--- config.mk ---
export PLATFORM = sky130hd
export DESIGN_NAME = hdmi_timing_ctrl
export DESIGN_NICKNAME = d
export VERILOG_FILES = /design/src/rtl/video_timing_pkg.sv /design/src/rtl/hdmi_timing_ctrl_wrap_counter.sv /design/src/rtl/hdmi_timing_ctrl.sv
export SDC_FILE = /design/constraint.sdc
export NUM_CORES = 1
export LEC_CHECK = 0
export CAP_MARGIN = 5
export CORE_UTILIZATION = 50
export CTS_CLUSTER_DIAMETER = 200
export DETAILED_ROUTE_END_ITERATION = 12
export PLACE_DENSITY = 0.77
export SKIP_CTS_REPAIR_TIMING = 1
export SLEW_MARGIN = 0
export SYNTH_ARGS = -nofsm -noshare
export SYNTH_HDL_FRONTEND = slang
export SYNTH_HIERARCHICAL = 1
export SYNTH_SLANG_ARGS = --single-unit
--- constraint.sdc ---
create_clock -name clk_in -period 3.5 [get_ports clk_in]
set_clock_uncertainty 0.05 [all_clocks]
set_input_delay 0.7 -clock clk_in [delete_from_list [all_inputs] [get_ports clk_in]]
set_output_delay 0.7 -clock clk_in [all_outputs]
set_load 0.1 [all_outputs]
--- src/rtl/video_timing_pkg.sv ---
// Shared video timing constants (720p60 defaults), derived totals and controller state encoding.
package video_timing_pkg;

  localparam int H_ACTIVE_720P = 1280;
  localparam int H_FP_720P     = 110;
  localparam int H_SYNC_720P   = 40;
  localparam int H_BP_720P     = 220;
  localparam int V_ACTIVE_720P = 720;
  localparam int V_FP_720P     = 5;
  localparam int V_SYNC_720P   = 5;
  localparam int V_BP_720P     = 20;
  localparam int FPS_720P      = 60;

  localparam int H_TOTAL_720P = H_ACTIVE_720P + H_FP_720P + H_SYNC_720P + H_BP_720P;
  localparam int V_TOTAL_720P = V_ACTIVE_720P + V_FP_720P + V_SYNC_720P + V_BP_720P;

  typedef enum logic {
    IDLE = 1'b0,
    RUN  = 1'b1
  } state_t;

endpackage

--- src/rtl/hdmi_timing_ctrl_wrap_counter.sv ---
// Modulo-MOD counter: count is the registered value, count_nxt its value after this edge.
// clr forces zero next edge; wrap flags count == MOD-1 (combinational).
module wrap_counter #(
  parameter int W   = 11,
  parameter int MOD = 1650
) (
  input  logic         clk_in,
  input  logic         rst_in,
  input  logic         clr,
  input  logic         en,
  output logic [W-1:0] count,
  output logic [W-1:0] count_nxt,
  output logic         wrap
);

  localparam logic [W-1:0] LAST = W'(MOD - 1);

  assign wrap = (count == LAST);

  always_comb begin
    count_nxt = count;
    if (clr) begin
      count_nxt = '0;
    end else if (en) begin
      count_nxt = wrap ? '0 : count + 1'b1;
    end
  end

  always_ff @(posedge clk_in) begin
    if (rst_in) begin
      count <= '0;
    end else begin
      count <= count_nxt;
    end
  end

endmodule

--- src/rtl/hdmi_timing_ctrl.sv ---
// Video raster timing generator: all outputs registered and decoded from the same next position,
// so flags always describe the hcount/vcount shown alongside them; en_in low freezes everything.
module hdmi_timing_ctrl
  import video_timing_pkg::*;
#(
  parameter int H_ACTIVE = H_ACTIVE_720P,
  parameter int H_FP     = H_FP_720P,
  parameter int H_SYNC   = H_SYNC_720P,
  parameter int H_BP     = H_BP_720P,
  parameter int V_ACTIVE = V_ACTIVE_720P,
  parameter int V_FP     = V_FP_720P,
  parameter int V_SYNC   = V_SYNC_720P,
  parameter int V_BP     = V_BP_720P,
  parameter int FPS      = FPS_720P
) (
  input  logic        clk_in,
  input  logic        rst_in,
  input  logic        en_in,
  output logic [10:0] hcount_out,
  output logic [9:0]  vcount_out,
  output logic        hs_out,
  output logic        vs_out,
  output logic        ad_out,
  output logic        nf_out,
  output logic [5:0]  fc_out
);

  localparam int H_TOTAL = H_ACTIVE + H_FP + H_SYNC + H_BP;
  localparam int V_TOTAL = V_ACTIVE + V_FP + V_SYNC + V_BP;

  localparam logic [10:0] H_ACT_END = 11'(H_ACTIVE);
  localparam logic [10:0] HS_START  = 11'(H_ACTIVE + H_FP);
  localparam logic [10:0] HS_END    = 11'(H_ACTIVE + H_FP + H_SYNC);
  localparam logic [9:0]  V_ACT_END = 10'(V_ACTIVE);
  localparam logic [9:0]  VS_START  = 10'(V_ACTIVE + V_FP);
  localparam logic [9:0]  VS_END    = 10'(V_ACTIVE + V_FP + V_SYNC);
  localparam logic [5:0]  FC_LAST   = 6'(FPS - 1);

  state_t      state, state_nxt;
  logic        adv, clr, run_nxt, nf_nxt;
  logic        h_wrap, v_wrap_unused;
  logic [10:0] h_nxt;
  logic [9:0]  v_nxt;

  always_ff @(posedge clk_in) begin
    if (rst_in) begin
      state <= IDLE;
    end else begin
      state <= state_nxt;
    end
  end

  always_comb begin
    state_nxt = state;
    adv       = 1'b0;
    clr       = 1'b0;
    case (state)
      IDLE: begin
        clr = 1'b1;
        if (en_in) state_nxt = RUN;
      end
      RUN: begin
        adv = en_in;
      end
      default: state_nxt = IDLE;
    endcase
  end

  wrap_counter #(.W(11), .MOD(H_TOTAL)) u_hcnt (
    .clk_in    (clk_in),
    .rst_in    (rst_in),
    .clr       (clr),
    .en        (adv),
    .count     (hcount_out),
    .count_nxt (h_nxt),
    .wrap      (h_wrap)
  );

  wrap_counter #(.W(10), .MOD(V_TOTAL)) u_vcnt (
    .clk_in    (clk_in),
    .rst_in    (rst_in),
    .clr       (clr),
    .en        (adv && h_wrap),
    .count     (vcount_out),
    .count_nxt (v_nxt),
    .wrap      (v_wrap_unused)
  );

  // Flags are decoded from the position the counters will hold after this edge.
  assign run_nxt = (state_nxt == RUN);
  assign nf_nxt  = adv && (h_nxt == H_ACT_END) && (v_nxt == V_ACT_END);

  always_ff @(posedge clk_in) begin
    if (rst_in) begin
      hs_out <= 1'b0;
      vs_out <= 1'b0;
      ad_out <= 1'b0;
      nf_out <= 1'b0;
      fc_out <= '0;
    end else begin
      hs_out <= run_nxt && (h_nxt >= HS_START) && (h_nxt < HS_END);
      vs_out <= run_nxt && (v_nxt >= VS_START) && (v_nxt < VS_END);
      ad_out <= run_nxt && (h_nxt < H_ACT_END) && (v_nxt < V_ACT_END);
      nf_out <= nf_nxt;
      if (nf_nxt) fc_out <= (fc_out == FC_LAST) ? '0 : fc_out + 1'b1;
    end
  end

endmodule

==> results of run 1 <==
==> worst max-delay path by stage <==
stage                 to  slack, ns            start  depth (start not counted)
3_5_place_dp   fc_out[0]       0.01            en_in                         10
5_1_grt        fc_out[0]        0.1  u_hcnt/count[1]                         15
3_3_place_gp   fc_out[0]       0.03            en_in                         10
4_1_cts        fc_out[0]       0.30  u_hcnt/count[1]                         13
6_report       fc_out[0]       0.29  u_hcnt/count[1]                         13
2_1_floorplan  fc_out[4]       0.03  u_hcnt/count[5]                         12
==> state kept, by name, summed over array words and instances (netlist names) <==
signal / cells
ad_out: 1
fc_out: 6
hs_out: 1
nf_out: 1
state: 1
u_hcnt/count: 11
u_vcnt/count: 10
vs_out: 1
==> layer usage <==
layer	vias up	part of all wire, %	track usage (%)
met2	48	48	39.6
met3	10	4.8	6.51
met1	817	45	29.9
met4	0	2.3	13.3
li1	883	-	-
met5	-	0	0
==> through the flow <==
stage	utilization, %	area, sq um	setup WS [ns]	std cells
after floorplan	-	1770	0.0322	213
after global placement	67.7	2260	0.0262	309
after detailed placement	67.7	2260	0.0105	309
after CTS	69.7	2330	0.299	317
after global routing	69.7	2330	0.0977	317
final	69.7	2330	0.290	317
==> power by group through the flow <==
stage	combinational (mW)	sequential, mW	clock (mW)
detailed placement	0.0450	0.375	0
floorplan	0.0197	0.385	0
finish	0.0451	0.367	0.242
global placement	0.0448	0.375	0
global route	0.0485	0.367	0.269
CTS	0.0451	0.367	0.250
==> cell type report <==
type	instances	area (sq um)	share of cell area (%)
inverter	7	26.3	1.13
clock buffer	8	68.8	2.96
sequential	32	657	28.2
timing repair buffer	55	458	19.7
multi-input combinational	169	1060	45.5
tap	46	57.6	2.47
==> worst register-to-register path, stage by stage, from the launching register on <==
cell and delay (ns):
sky130_fd_sc_hd__dfxtp_2 0.36, sky130_fd_sc_hd__inv_1 0.05, sky130_fd_sc_hd__ha_1 0.12, sky130_fd_sc_hd__and4b_1 0.20, sky130_fd_sc_hd__and3_1 0.18, sky130_fd_sc_hd__and3_1 0.27, sky130_fd_sc_hd__nand4_4 0.14, sky130_fd_sc_hd__or4_4 0.53
sky130_fd_sc_hd__a21oi_1 0.24, sky130_fd_sc_hd__and4b_1 0.26, sky130_fd_sc_hd__and4_1 0.33, sky130_fd_sc_hd__buf_4 0.18, sky130_fd_sc_hd__nand4b_1 0.09, sky130_fd_sc_hd__a21oi_1 0.14
==> impl_results.md, run 1 <==
- Area enclosed by the die boundary: 3750 sq um
- Global-route wire length before repair: 6600 um
- Share of the cycle needed by the critical path after routing: 91.7%
- Max-capacitance violation count: 0
- Crit Path Category: reg -> reg
- CTS tree: yes
- Count of pins over their slew limit: 0
- Die span in x: 61.2 um
- Wire per inst: 13.1 um
- Startpoint class of the critical path: register
- Leftover overflow at the end of global routing: 0
- Clock root cell: sky130_fd_sc_hd__clkbuf_4
- Clock net sink count: 32
- Hold slack: 0.497 ns
- Synthesis warning total: 6
- DRC violation total after the first TritonRoute iteration: 111
- Remaining max-slew budget at the tightest pin: 35.0%
- Family of cells with the greatest summed delay on the critical path: simple AND/OR/NAND/NOR gates
- Arrival time worst endpoint: 3.43 ns
- Leading cell type in the layout, fill and taps excluded: sky130_fd_sc_hd__nor2_1
- Setup TNS: 0 ns
- Sum of routed wire length over all layers: 4140 um
- GP Congestion: 0.895
- DR DRC count: 0
- Number of buffers added by the clock tree synthesis step: 5
- Average size of a mapped cell: 8.24 sq um
- Total via count in the routed design: 1758
- Worst-Skew Late Latency: 0.34 ns
- Post-layout total power: 0.654 mW
- Leakage power: 0.907 nW
- Reg clk slew, reported paths: 0.10 ns
- Via count of the first global-routing pass: 1496
- Launch instance of the worst register-to-register path: u_hcnt/count[1]
- # port buffers: 33
- Internal power contribution: 0.499 mW
- TritonRoute pass-1 iters: 4
- Nets: 278
- Final hold violation count: 0
- Layout cell share with drive strength beyond 1: 24.7%
- Overall die height: 61.2 um
- Global routing usage summed across all routing layers: 24.6%
- Net switching power: 0.156 mW
- Antenna Violating Nets Remaining: 0
- Boundary pin count: 34
- Largest stage delay on the critical path: 0.53 ns
- Areal power density over the cells: 281 nW/um^2
- Final setup violation count: 0
- Endpoint type of the worst setup path: register
- Final min period: 3.21 ns
- Crit Path Max Fanout: 7
- R2R Setup Slk: 0.29 ns
- Clock group share of total power: 37.0%
- Area of the core: 3340 sq um
- Syn Inst Count: 213
- Crit-path cells: inv_1 > ha_1 > and4b_1 > and3_1 > and3_1 > nand4_4 > or4_4 > a21oi_1 > and4b_1 > and4_1 > buf_4 > nand4b_1 > a21oi_1
- Maximum level of the CTS H-tree: 2
- Capturing point of the worst reg2reg path: fc_out[0]
- Number of filler instances in the final layout: 289
- Number of cells traversed by the worst hold path: 1
- Critical path buffer and inverter count: 2
- Number of cells on the worst reg-to-reg path: 13
- Initial Utilization: 52.6%
- Flop pwr share: 56.1%
- Worst min-delay path class: reg -> reg
- Pin count of the biggest net entering global routing: 14
- # diodes: 0
- DP Wirelength: 3230 um
- Top library cells by usage in the layout, fill and taps aside: sky130_fd_sc_hd__nor2_1 (42), sky130_fd_sc_hd__buf_4 (37), sky130_fd_sc_hd__dfxtp_1 (21), sky130_fd_sc_hd__clkdlybuf4s50_1 (18), sky130_fd_sc_hd__nand2_1 (15)
- Fraction of power consumed by combinational cells: 6.9%
- Worst-path cell with the longest stage delay: sky130_fd_sc_hd__or4_4
- Synth Net Count: 221
- Area growth from synthesis to layout: 32.7%
- Number of antenna violations at the first check in global routing: 0
- Top achievable clock speed: 312 MHz
- Routed vias/inst: 5.55
- Netlist Area Pre-Place: 1750 sq um
- Maximum count of clock buffers along a single path: 2
- Sw Ratio: 23.8%
- CP required: 3.72 ns
- Outcome: complete, no violations
- Unrepaired setup endpoints after global routing: no
- Worst slew pin tran: 0.972 ns
- Worst Hold Launch: fc_out[5]
- Worst-case vdd ir drop: 213 uV
- Hold Path Sink: fc_out[5]
- Row cnt: 21
Power figures use the tool's default switching activity.
==> inputs of run 2 (changes only) <==
--- a/config.mk
+++ b/config.mk
@@ -7,7 +7,6 @@
 export LEC_CHECK = 0
 export CAP_MARGIN = 5
 export CORE_UTILIZATION = 50
-export CTS_CLUSTER_DIAMETER = 200
 export DETAILED_ROUTE_END_ITERATION = 12
 export PLACE_DENSITY = 0.77
 export SKIP_CTS_REPAIR_TIMING = 1
==> results of run 2 <==
Final layout, timing and power as in run 1 (identical DEF).
